### src/rtl/multiword_add_sequencer.sv
// multiword_add_sequencer
// Adds two WIDTH*CHUNKS-bit operands one WIDTH-bit chunk per cycle, LSB
// chunk first. The chunk carry is held in a register between cycles. Operands
// enter through a valid/ready handshake, and sum/carry leave through another.
// Optional feature macro: SIGNED_OVF_EN adds an 'ovf' output. It flags
// two's-complement overflow of the full-width add.
module multiword_add_sequencer #(
  parameter int WIDTH  = 8,
  parameter int CHUNKS = 4
) (
  input  logic                      clk,
  input  logic                      rst_n,
  input  logic                      in_valid,
  output logic                      in_ready,
  input  logic [WIDTH*CHUNKS-1:0]   A,
  input  logic [WIDTH*CHUNKS-1:0]   B,
  input  logic                      Cin,
  output logic                      out_valid,
  input  logic                      out_ready,
  output logic [WIDTH*CHUNKS-1:0]   S,
  output logic                      Cout,
`ifdef SIGNED_OVF_EN
  output logic                      ovf,
`endif
  output logic                      busy
);

  localparam int N  = WIDTH * CHUNKS;
  localparam int IW = (CHUNKS > 1) ? $clog2(CHUNKS) : 1;

  localparam logic [1:0] ST_IDLE = 2'd0;
  localparam logic [1:0] ST_RUN  = 2'd1;
  localparam logic [1:0] ST_DONE = 2'd2;

  logic [1:0]       state;
  logic [IW-1:0]    idx;
  logic             carry_reg;
  logic [N-1:0]     a_reg;
  logic [N-1:0]     b_reg;
  logic [N-1:0]     s_reg;
  logic [WIDTH-1:0] a_chunk;
  logic [WIDTH-1:0] b_chunk;
  logic [WIDTH:0]   chunk_sum;
  logic             last_chunk;

  assign in_ready   = (state == ST_IDLE);
  assign out_valid  = (state == ST_DONE);
  assign busy       = (state != ST_IDLE);
  assign S          = s_reg;
  assign Cout       = carry_reg;
  assign last_chunk = (idx == IW'(CHUNKS - 1));

  // Select the operand chunks addressed by idx and add them with the running carry
  always_comb begin
    a_chunk = '0;
    b_chunk = '0;
    for (int i = 0; i < CHUNKS; i++) begin
      if (idx == IW'(i)) begin
        a_chunk = a_reg[i*WIDTH +: WIDTH];
        b_chunk = b_reg[i*WIDTH +: WIDTH];
      end
    end
    chunk_sum = {1'b0, a_chunk} + {1'b0, b_chunk} + {{WIDTH{1'b0}}, carry_reg};
  end

  // Handshake FSM, operand capture and chunk-serial sum accumulation
  always_ff @(posedge clk or negedge rst_n) begin
    if (!rst_n) begin
      state     <= ST_IDLE;
      idx       <= '0;
      carry_reg <= 1'b0;
      a_reg     <= '0;
      b_reg     <= '0;
      s_reg     <= '0;
    end else begin
      case (state)
        ST_IDLE: begin
          if (in_valid) begin
            a_reg     <= A;
            b_reg     <= B;
            carry_reg <= Cin;
            idx       <= '0;
            s_reg     <= '0;
            state     <= ST_RUN;
          end
        end
        ST_RUN: begin
          for (int i = 0; i < CHUNKS; i++) begin
            if (idx == IW'(i)) begin
              s_reg[i*WIDTH +: WIDTH] <= chunk_sum[WIDTH-1:0];
            end
          end
          carry_reg <= chunk_sum[WIDTH];
          if (last_chunk) begin
            state <= ST_DONE;
          end else begin
            idx <= idx + IW'(1);
          end
        end
        ST_DONE: begin
          if (out_ready) begin
            state <= ST_IDLE;
          end
        end
        default: state <= ST_IDLE;
      endcase
    end
  end

`ifdef SIGNED_OVF_EN
  // Overflow is the carry into the MSB XOR the carry out of it, taken on the top chunk
  always_ff @(posedge clk or negedge rst_n) begin
    if (!rst_n) begin
      ovf <= 1'b0;
    end else if (state == ST_IDLE && in_valid) begin
      ovf <= 1'b0;
    end else if (state == ST_RUN && last_chunk) begin
      ovf <= (a_chunk[WIDTH-1] ^ b_chunk[WIDTH-1] ^ chunk_sum[WIDTH-1]) ^ chunk_sum[WIDTH];
    end
  end
`endif

endmodule

### config.mk
export PLATFORM = sky130hd
export DESIGN_NAME = multiword_add_sequencer
export DESIGN_NICKNAME = d
export VERILOG_FILES = /design/src/rtl/multiword_add_sequencer.sv
export SDC_FILE = /design/constraint.sdc
export NUM_CORES = 1
export LEC_CHECK = 0
export ABC_CLOCK_PERIOD_IN_PS = 5700
export CAP_MARGIN = 40
export CELL_PAD_IN_SITES_DETAIL_PLACEMENT = 0
export CELL_PAD_IN_SITES_GLOBAL_PLACEMENT = 1
export CORE_UTILIZATION = 43
export DETAILED_ROUTE_END_ITERATION = 6
export PLACE_DENSITY_LB_ADDON = 0.1
export SLEW_MARGIN = 20
export SYNTH_ARGS = -nofsm -noshare
export SYNTH_HDL_FRONTEND = slang
export SYNTH_SLANG_ARGS = --single-unit
### constraint.sdc
create_clock -name clk -period 5.7 [get_ports clk]
set_input_delay 0.57 -clock clk [delete_from_list [all_inputs] [get_ports clk]]
set_output_delay 0.57 -clock clk [all_outputs]
set_load 0.02 [all_outputs]
==> results of run 1 <==
cell families (layout without fill, tap and decap cells):
| family | Yosys count | after routing | synth area share |
|---|---|---|---|
| and+or+nand+nor | 83 | 83 | 0.0768 |
| xor gates and xnor gates | 2 | 2 | 0.00376 |
| buffers and inverters | 32 | 135 | 0.0346 |
| DFF | 101 | 101 | 0.542 |
| AOI/OAI and AO/OA | 98 | 98 | 0.137 |
| muxes | 69 | 69 | 0.167 |
| adders and majority gates | 13 | 13 | 0.0381 |
routing by layer:
| layer | global-route usage | share of wire | up-vias | wire length, um |
|---|---|---|---|---|
| li1 | - | - | 1603 | - |
| met3 | 0.0307 | 0.032 | 13 | 334 |
| met1 | 0.269 | 0.46 | 1614 | 4770 |
| met5 | 0 | 0 | - | 0 |
| met4 | 0.0694 | 0.016 | 0 | 167 |
| met2 | 0.324 | 0.49 | 83 | 5090 |
layout make-up:
class	instances	area [um2]
fillers	943	4430
flip-flops and latches	101	2530
multi-input cells	265	1970
repair buffers	111	1110
well taps	136	170
clock buffers	11	141
clock inverters	5	36.3
inverters	8	30.0
worst max-delay path by stage:
| stage | from | endpoint | slack [ns] | depth (start not counted) |
|---|---|---|---|---|
| 2_1_floorplan | idx[0]$_DFFE_PN0P_ | S[14]$_DFFE_PN0P_ | 2.56 | 15 |
| 3_3_place_gp | idx[0]$_DFFE_PN0P_ | S[6]$_DFFE_PN0P_ | 2.06 | 12 |
| 3_5_place_dp | idx[1]$_DFFE_PN0P_ | S[14]$_DFFE_PN0P_ | 1.94 | 15 |
| 4_1_cts | idx[1]$_DFFE_PN0P_ | S[30]$_DFFE_PN0P_ | 1.89 | 15 |
| 5_1_grt | idx[1]$_DFFE_PN0P_ | S[30]$_DFFE_PN0P_ | 1.47 | 15 |
| 6_report | idx[1]$_DFFE_PN0P_ | S[30]$_DFFE_PN0P_ | 1.94 | 15 |
power by group:
part	switching (uW)	total (uW)	internal, uW	leakage, uW
Clock	242	413	171	0.0000815
Sequential	180	1230	1050	0.00124
Combinational	1140	2090	946	0.00119
worst max-delay path, delay by kind of cell, from the launching register on:
family	cells	cell delay (ns)
compound gates	5	1.24
fa+ha+maj	3	0.76
flops	1	0.41
simple gates	4	0.81
buf+inv	3	0.42
cells in the final DEF (no fill, tap or decap), types with 8 or more instances in the layout:
| master | Yosys | routed |
|---|---|---|
| a21oi_1 | 21 | 21 |
| a22oi_1 | 13 | 13 |
| a32o_1 | 8 | 8 |
| clkbuf_8 | 0 | 10 |
| clkdlybuf4s50_1 | 0 | 103 |
| dfrtp_1 | 101 | 101 |
| ha_1 | 11 | 11 |
| inv_1 | 8 | 8 |
| mux2_2 | 69 | 69 |
| nand2_1 | 45 | 45 |
| nor2_1 | 20 | 20 |
| o21ai_0 | 36 | 36 |
metrics by stage:
stage | util | std cells | setup slack (ns)
finish | 0.575 | 637 | 1.94
global route | 0.575 | 637 | 1.47
CTS | 0.574 | 636 | 1.89
detailed placement | 0.557 | 620 | 1.94
global placement | 0.554 | 618 | 2.06
floorplan | - | 398 | 2.56
==> qor.csv, run 1 <==
stage;metric;value;unit
sta;fin crit share;0.660;
clocking;hold_buf cts;0;
clocking;CTS tree;built;
clocking;H-tree levels;3;
routing;DRT iter0 DRCs;90;
yosys;Top FF cell, synth;dfrtp_1;
yosys;syn avg cell area;11.7;um2
clocking;Resize count post-CTS;0;
placed_design;hpwl dp;7760;um
power;Pwr Total;3740;uW
floorplanning;Initial Util;0.447;
yosys;synth warn;0;
yosys;Distinct cells, synth;38;
critical_path;critical path type;flip-flop to flip-flop;
yosys;Post-Synthesis Cell Area;4660;um2
clocking;clock root cell;clkbuf_8;
global_route;largest net degree at the start of global routing;60;
yosys;Synthesized Nets;480;
sta;worst slew pin tran;0.825;ns
routing;Routed WL per cell;16.3;um
routing;First-pass DRT Iterations;4;
critical_path;Crit. End Element;flip-flop;
clocking;Reg clk slew, reported paths;0.10;ns
global_route;global-route wire length before repair;17100;um
global_route;initial antenna violation count;0;
clocking;number of CTS-inserted buffers;9;
placed_design;GPL Wtd Cong;0.832;
yosys;#FFs+latches synth;101;
yosys;top-count cell post-synth;dfrtp_1;
power;VDD IR-drop max;0.257;mV
critical_path;Worst Path Arrival;4.02;ns
critical_path;largest stage delay on the critical path;0.42;ns
clocking;clk_lat worst skew;0.36;ns
sta;Slew Limit Headroom;0.450;
floorplanning;Die ar.;11300;um2
job;Max-Cap Viols;0;
critical_path;CP Max Fanout;22;
routing;Via density;5.20;
floorplanning;Core Rows;37;
critical_path;Crit-path slowest cell;and2b_1;
floorplanning;Die Width;106;um
floorplanning;Die Ht;106;um
clocking;CTS Sinks;101;
critical_path;FF-to-FF path depth;15;
floorplanning;Core Footprint;10400;um2
power;P_leak;0.00251;uW
layout;nets;578;
routing;DRC Markers;0;
layout;share of cells above drive strength 1;0.196;
yosys;Yosys top cell by area;dfrtp_1;
sta;# setup viols final;0;
yosys;Syn Inst Count;398;
sta;Setup TNS;0;ns
critical_path;r2r setup slk;1.94;ns
placed_design;placed instance area;5800;um2
sta;Max Clock Skew;0.0174;ns
placed_design;PortBufs;104;
sta;Final Slew Violations;0;
sta;Final Hold Slack;0.204;ns
yosys;Seq/Total Area, Yosys;0.542;
power;PwrDens;624;nW/um2
critical_path;Worst setup SP type;flip-flop;
layout;diodes inserted;0;
sta;RSZ-0062 raised after global routing;no;
hold_path;worst min path class;input port to async pin;
sta;Hold Vio Cnt, Final;0;
yosys;Yosys top cell area share;0.542;
clocking;post-CTS setup buffers;0;
critical_path;chain of cells forming the critical path;inv_1 > ha_1 > buf_4 > and2b_1 > a221oi_1 > nor3_1 > a21oi_1 > fa_1 > inv_1 > fa_1 > a211oi_1 > nor2_1 > o31ai_4 > nand3_1 > o21ai_0;
critical_path;Critical Path RT;5.96;ns
routing;DRT antenna net count;0;
routing;wirelength, routed;10400;um
clocking;CTS max path bufs;2;
outcome;status;finished clean;
critical_path;r2r startpoint;idx[1]$_DFFE_PN0P_;
global_route;vias in the first global route;3354;
routing;Via Count;3313;
yosys;Area contributors post-synth;dfrtp_1 (54%), mux2_2 (17%), o21ai_0 (3.9%);
yosys;Post-synth top cells;dfrtp_1 (101), mux2_2 (69), nand2_1 (45);
yosys;Post-synth EDFFs;0;
floorplanning;# IOs;105;
critical_path;r2r endpoint;S[30]$_DFFE_PN0P_;
layout;design area;5980;um2
global_route;GRT Total Usage;0.198;
sta;Tmin final;3.76;ns
yosys;Async S/R FF share, synth;1.00;
global_route;grt total ovfl;0;
sta;f_max;0.266;GHz
layout;Area growth syn-to-layout;28.4;%
(Power assumes the default switching activity.)
==> inputs of run 2 (changes only) <==
--- a/config.mk
+++ b/config.mk
@@ -5,11 +5,11 @@
 export SDC_FILE = /design/constraint.sdc
 export NUM_CORES = 1
 export LEC_CHECK = 0
-export ABC_CLOCK_PERIOD_IN_PS = 5700
+export ABC_CLOCK_PERIOD_IN_PS = 3000
 export CAP_MARGIN = 40
 export CELL_PAD_IN_SITES_DETAIL_PLACEMENT = 0
 export CELL_PAD_IN_SITES_GLOBAL_PLACEMENT = 1
-export CORE_UTILIZATION = 43
+export CORE_UTILIZATION = 36
 export DETAILED_ROUTE_END_ITERATION = 6
 export PLACE_DENSITY_LB_ADDON = 0.1
 export SLEW_MARGIN = 20
==> constraint.sdc (replaced) <==
create_clock -name clk -period 3 [get_ports clk]
set_input_delay 0.3 -clock clk [delete_from_list [all_inputs] [get_ports clk]]
set_output_delay 0.3 -clock clk [all_outputs]
set_load 0.02 [all_outputs]
==> qor.csv, run 2 (same netlist as run 1, synthesis figures left out) <==
stage;metric;value;unit;change
outcome;status;complete, but fails checks;;
outcome;failing checks;negative hold slack;;
routing;Via Count;3483;;+5.1%
floorplanning;Die ar.;13400;um2;+19%
clocking;CTS max path bufs;2;;unchanged
critical_path;most frequent CP cell;fa_2;;
layout;commonest non-fill, non-tap cell in the layout;clkdlybuf4s50_1;;
floorplanning;# IOs;105;;unchanged
layout;diodes inserted;0;;unchanged
global_route;global-route wire length before repair;18800;um;+9.9%
routing;Routed WL per cell;16.8;um;+3.2%
routing;DRC Markers;0;;unchanged
placed_design;hpwl dp;8620;um;+11%
critical_path;Crit. End Element;flip-flop;;
critical_path;Worst setup SP type;flip-flop;;
floorplanning;Die Width;116;um;+9.1%
clocking;clock root cell;clkbuf_16;;
clocking;number of CTS-inserted buffers;9;;unchanged
global_route;grt total ovfl;0;;unchanged
layout;design area;6440;um2;+7.7%
clocking;CTS Sinks;101;;unchanged
layout;post-layout util;0.511;;-0.0638
routing;wirelength, routed;11700;um;+12%
global_route;largest net degree at the start of global routing;56;;-6.7%
clocking;clk_lat worst skew;0.34;ns;-0.02 ns
placed_design;placed instance area;6070;um2;+4.6%
sta;worst slew pin tran;0.775;ns;-0.0495 ns
critical_path;Worst Path Arrival;3.20;ns;-0.82 ns
global_route;initial antenna violation count;0;;unchanged
critical_path;critical path type;flip-flop to flip-flop;;
clocking;H-tree levels;3;;unchanged
sta;Slew Limit Headroom;0.483;;+0.0330
routing;DRT iter0 DRCs;138;;+53%
critical_path;Crit path buffers/inverters;2;;-1
sta;Final Hold Slack;-0.0257;ns;-0.230 ns
floorplanning;Core Rows;41;;+11%
placed_design;placed cells;677;;+9.2%
layout;fin cells;694;;+8.9%
placed_design;GPL Wtd Cong;0.878;;+5.6%
power;PwrDens;1300;nW/um2;+110%
clocking;CTS tree;built;;
floorplanning;Initial Util;0.369;;-0.0781
floorplanning;Core Footprint;12600;um2;+21%
layout;Area growth syn-to-layout;38.3;%;
critical_path;chain of cells forming the critical path;inv_2 > ha_4 > and2b_4 > a221oi_2 > nor3_1 > a21oi_2 > fa_2 > inv_1 > fa_2 > a211oi_4 > nor2_2 > o31ai_4 > nand3_2 > o21ai_1;;
routing;Via density;5.02;;-3.5%
sta;Tmin final;2.94;ns;-0.826 ns
hold_path;worst min path class;input port to async pin;;
sta;Hold Vio Cnt, Final;18;;+18
layout;nets;599;;+3.6%
global_route;GRT Total Usage;0.190;;-0.00868
critical_path;largest stage delay on the critical path;0.42;ns;about the same
floorplanning;Die Ht;116;um;+9.1%
clocking;Reg clk slew, reported paths;0.07;ns;-0.03 ns
sta;fin crit share;0.979;;+0.319
placed_design;pre-CTS WS;-0.161;ns;-2.10 ns
layout;share of cells above drive strength 1;0.278;;+0.0822
sta;Final Slew Violations;0;;unchanged
routing;First-pass DRT Iterations;4;;unchanged
sta;PnR worst setup slack;0.0627;ns;-1.87 ns
power;P_leak;0.00270;uW;+7.7%
layout;most frequent cells in the layout;clkdlybuf4s50_1 (103), dfrtp_1 (101), mux2_2 (69), nand2_1 (45), buf_4 (26);;
sta;Max Clock Skew;0.00312;ns;-0.0143 ns
job;Max-Cap Viols;0;;unchanged
critical_path;Critical Path RT;3.27;ns;-2.69 ns
sta;f_max;0.340;GHz;+28%
sta;RSZ-0062 raised after global routing;yes;;
placed_design;PortBufs;104;;unchanged
routing;DRT antenna net count;0;;unchanged
critical_path;crit-path leading delay family;compound AO/OA/AOI/OAI gates;;
critical_path;Crit-path slowest cell;dfrtp_1;;
critical_path;CP Max Fanout;4;;-82%
global_route;vias in the first global route;3509;;+4.6%
power;VDD IR-drop max;0.503;mV;+96%
sta;# setup viols final;0;;unchanged
-- run 2: cell count changes in the layout (fill, tap and decap cells not counted), sizes merged --
cell / change
buf: +21
bufinv: +1
clkinvlp: -2
clkbuf: +1
-- run 2: final timing paths --
check | endpoint | startpoint | depth (start not counted) | slack, ns
worst max register to register | S[30]$_DFFE_PN0P_ | idx[0]$_DFFE_PN0P_ | 14 | 0.06
worst min-delay path | S[0]$_DFFE_PN0P_ | rst_n | 1 | -0.03
max in group asynchronous | a_reg[13]$_DFFE_PN0P_ | rst_n | 2 | 2.32
min in group clk | S[0]$_DFFE_PN0P_ | S[0]$_DFFE_PN0P_ | 2 | 0.48
worst max-delay path | S[30]$_DFFE_PN0P_ | idx[0]$_DFFE_PN0P_ | 14 | 0.06
worst min register to register | S[0]$_DFFE_PN0P_ | S[0]$_DFFE_PN0P_ | 2 | 0.48
-- run 2: cell type report --
| class | instances | area, um2 |
|---|---|---|
| clock inverters | 4 | 47.5 |
| fillers | 1191 | 6170 |
| inverters | 8 | 30.0 |
| repair buffers | 132 | 1280 |
| well taps | 172 | 215 |
| clock buffers | 12 | 246 |
| flip-flops and latches | 101 | 2530 |
| multi-input cells | 265 | 2100 |
-- run 2: per-layer routing --
| layer | vias to the layer above | GRT usage | part of all wire |
|---|---|---|---|
| met4 | 0 | 0.0709 | 0.018 |
| met1 | 1731 | 0.262 | 0.47 |
| met5 | - | 0 | 0 |
| met3 | 12 | 0.0392 | 0.042 |
| li1 | 1650 | - | - |
| met2 | 90 | 0.294 | 0.47 |
-- run 2: report_power, final --
group / total, uW / internal, uW / switching (uW)
Sequential: 2390 / 2010 / 385
Combinational: 4810 / 2310 / 2510
Clock: 1170 / 668 / 499
-- run 2: repair_timing --
action                     CTS  global route
pin swaps                    8             5
setup buffers                0             1
gates resized for setup     15            14
hold buffers                 0             0
setup endpoints to repair   17            21
-- run 2: metrics by stage --
| stage | setup TNS (ns) | power (uW) |
|---|---|---|
| global route | -1.08 | 9000 |
| detailed placement | -1.44 | 6990 |
| CTS | -0.0312 | 8310 |
| floorplan | -0.0358 | 5260 |
| global placement | -0.576 | 6910 |
| finish | 0 | 8370 |
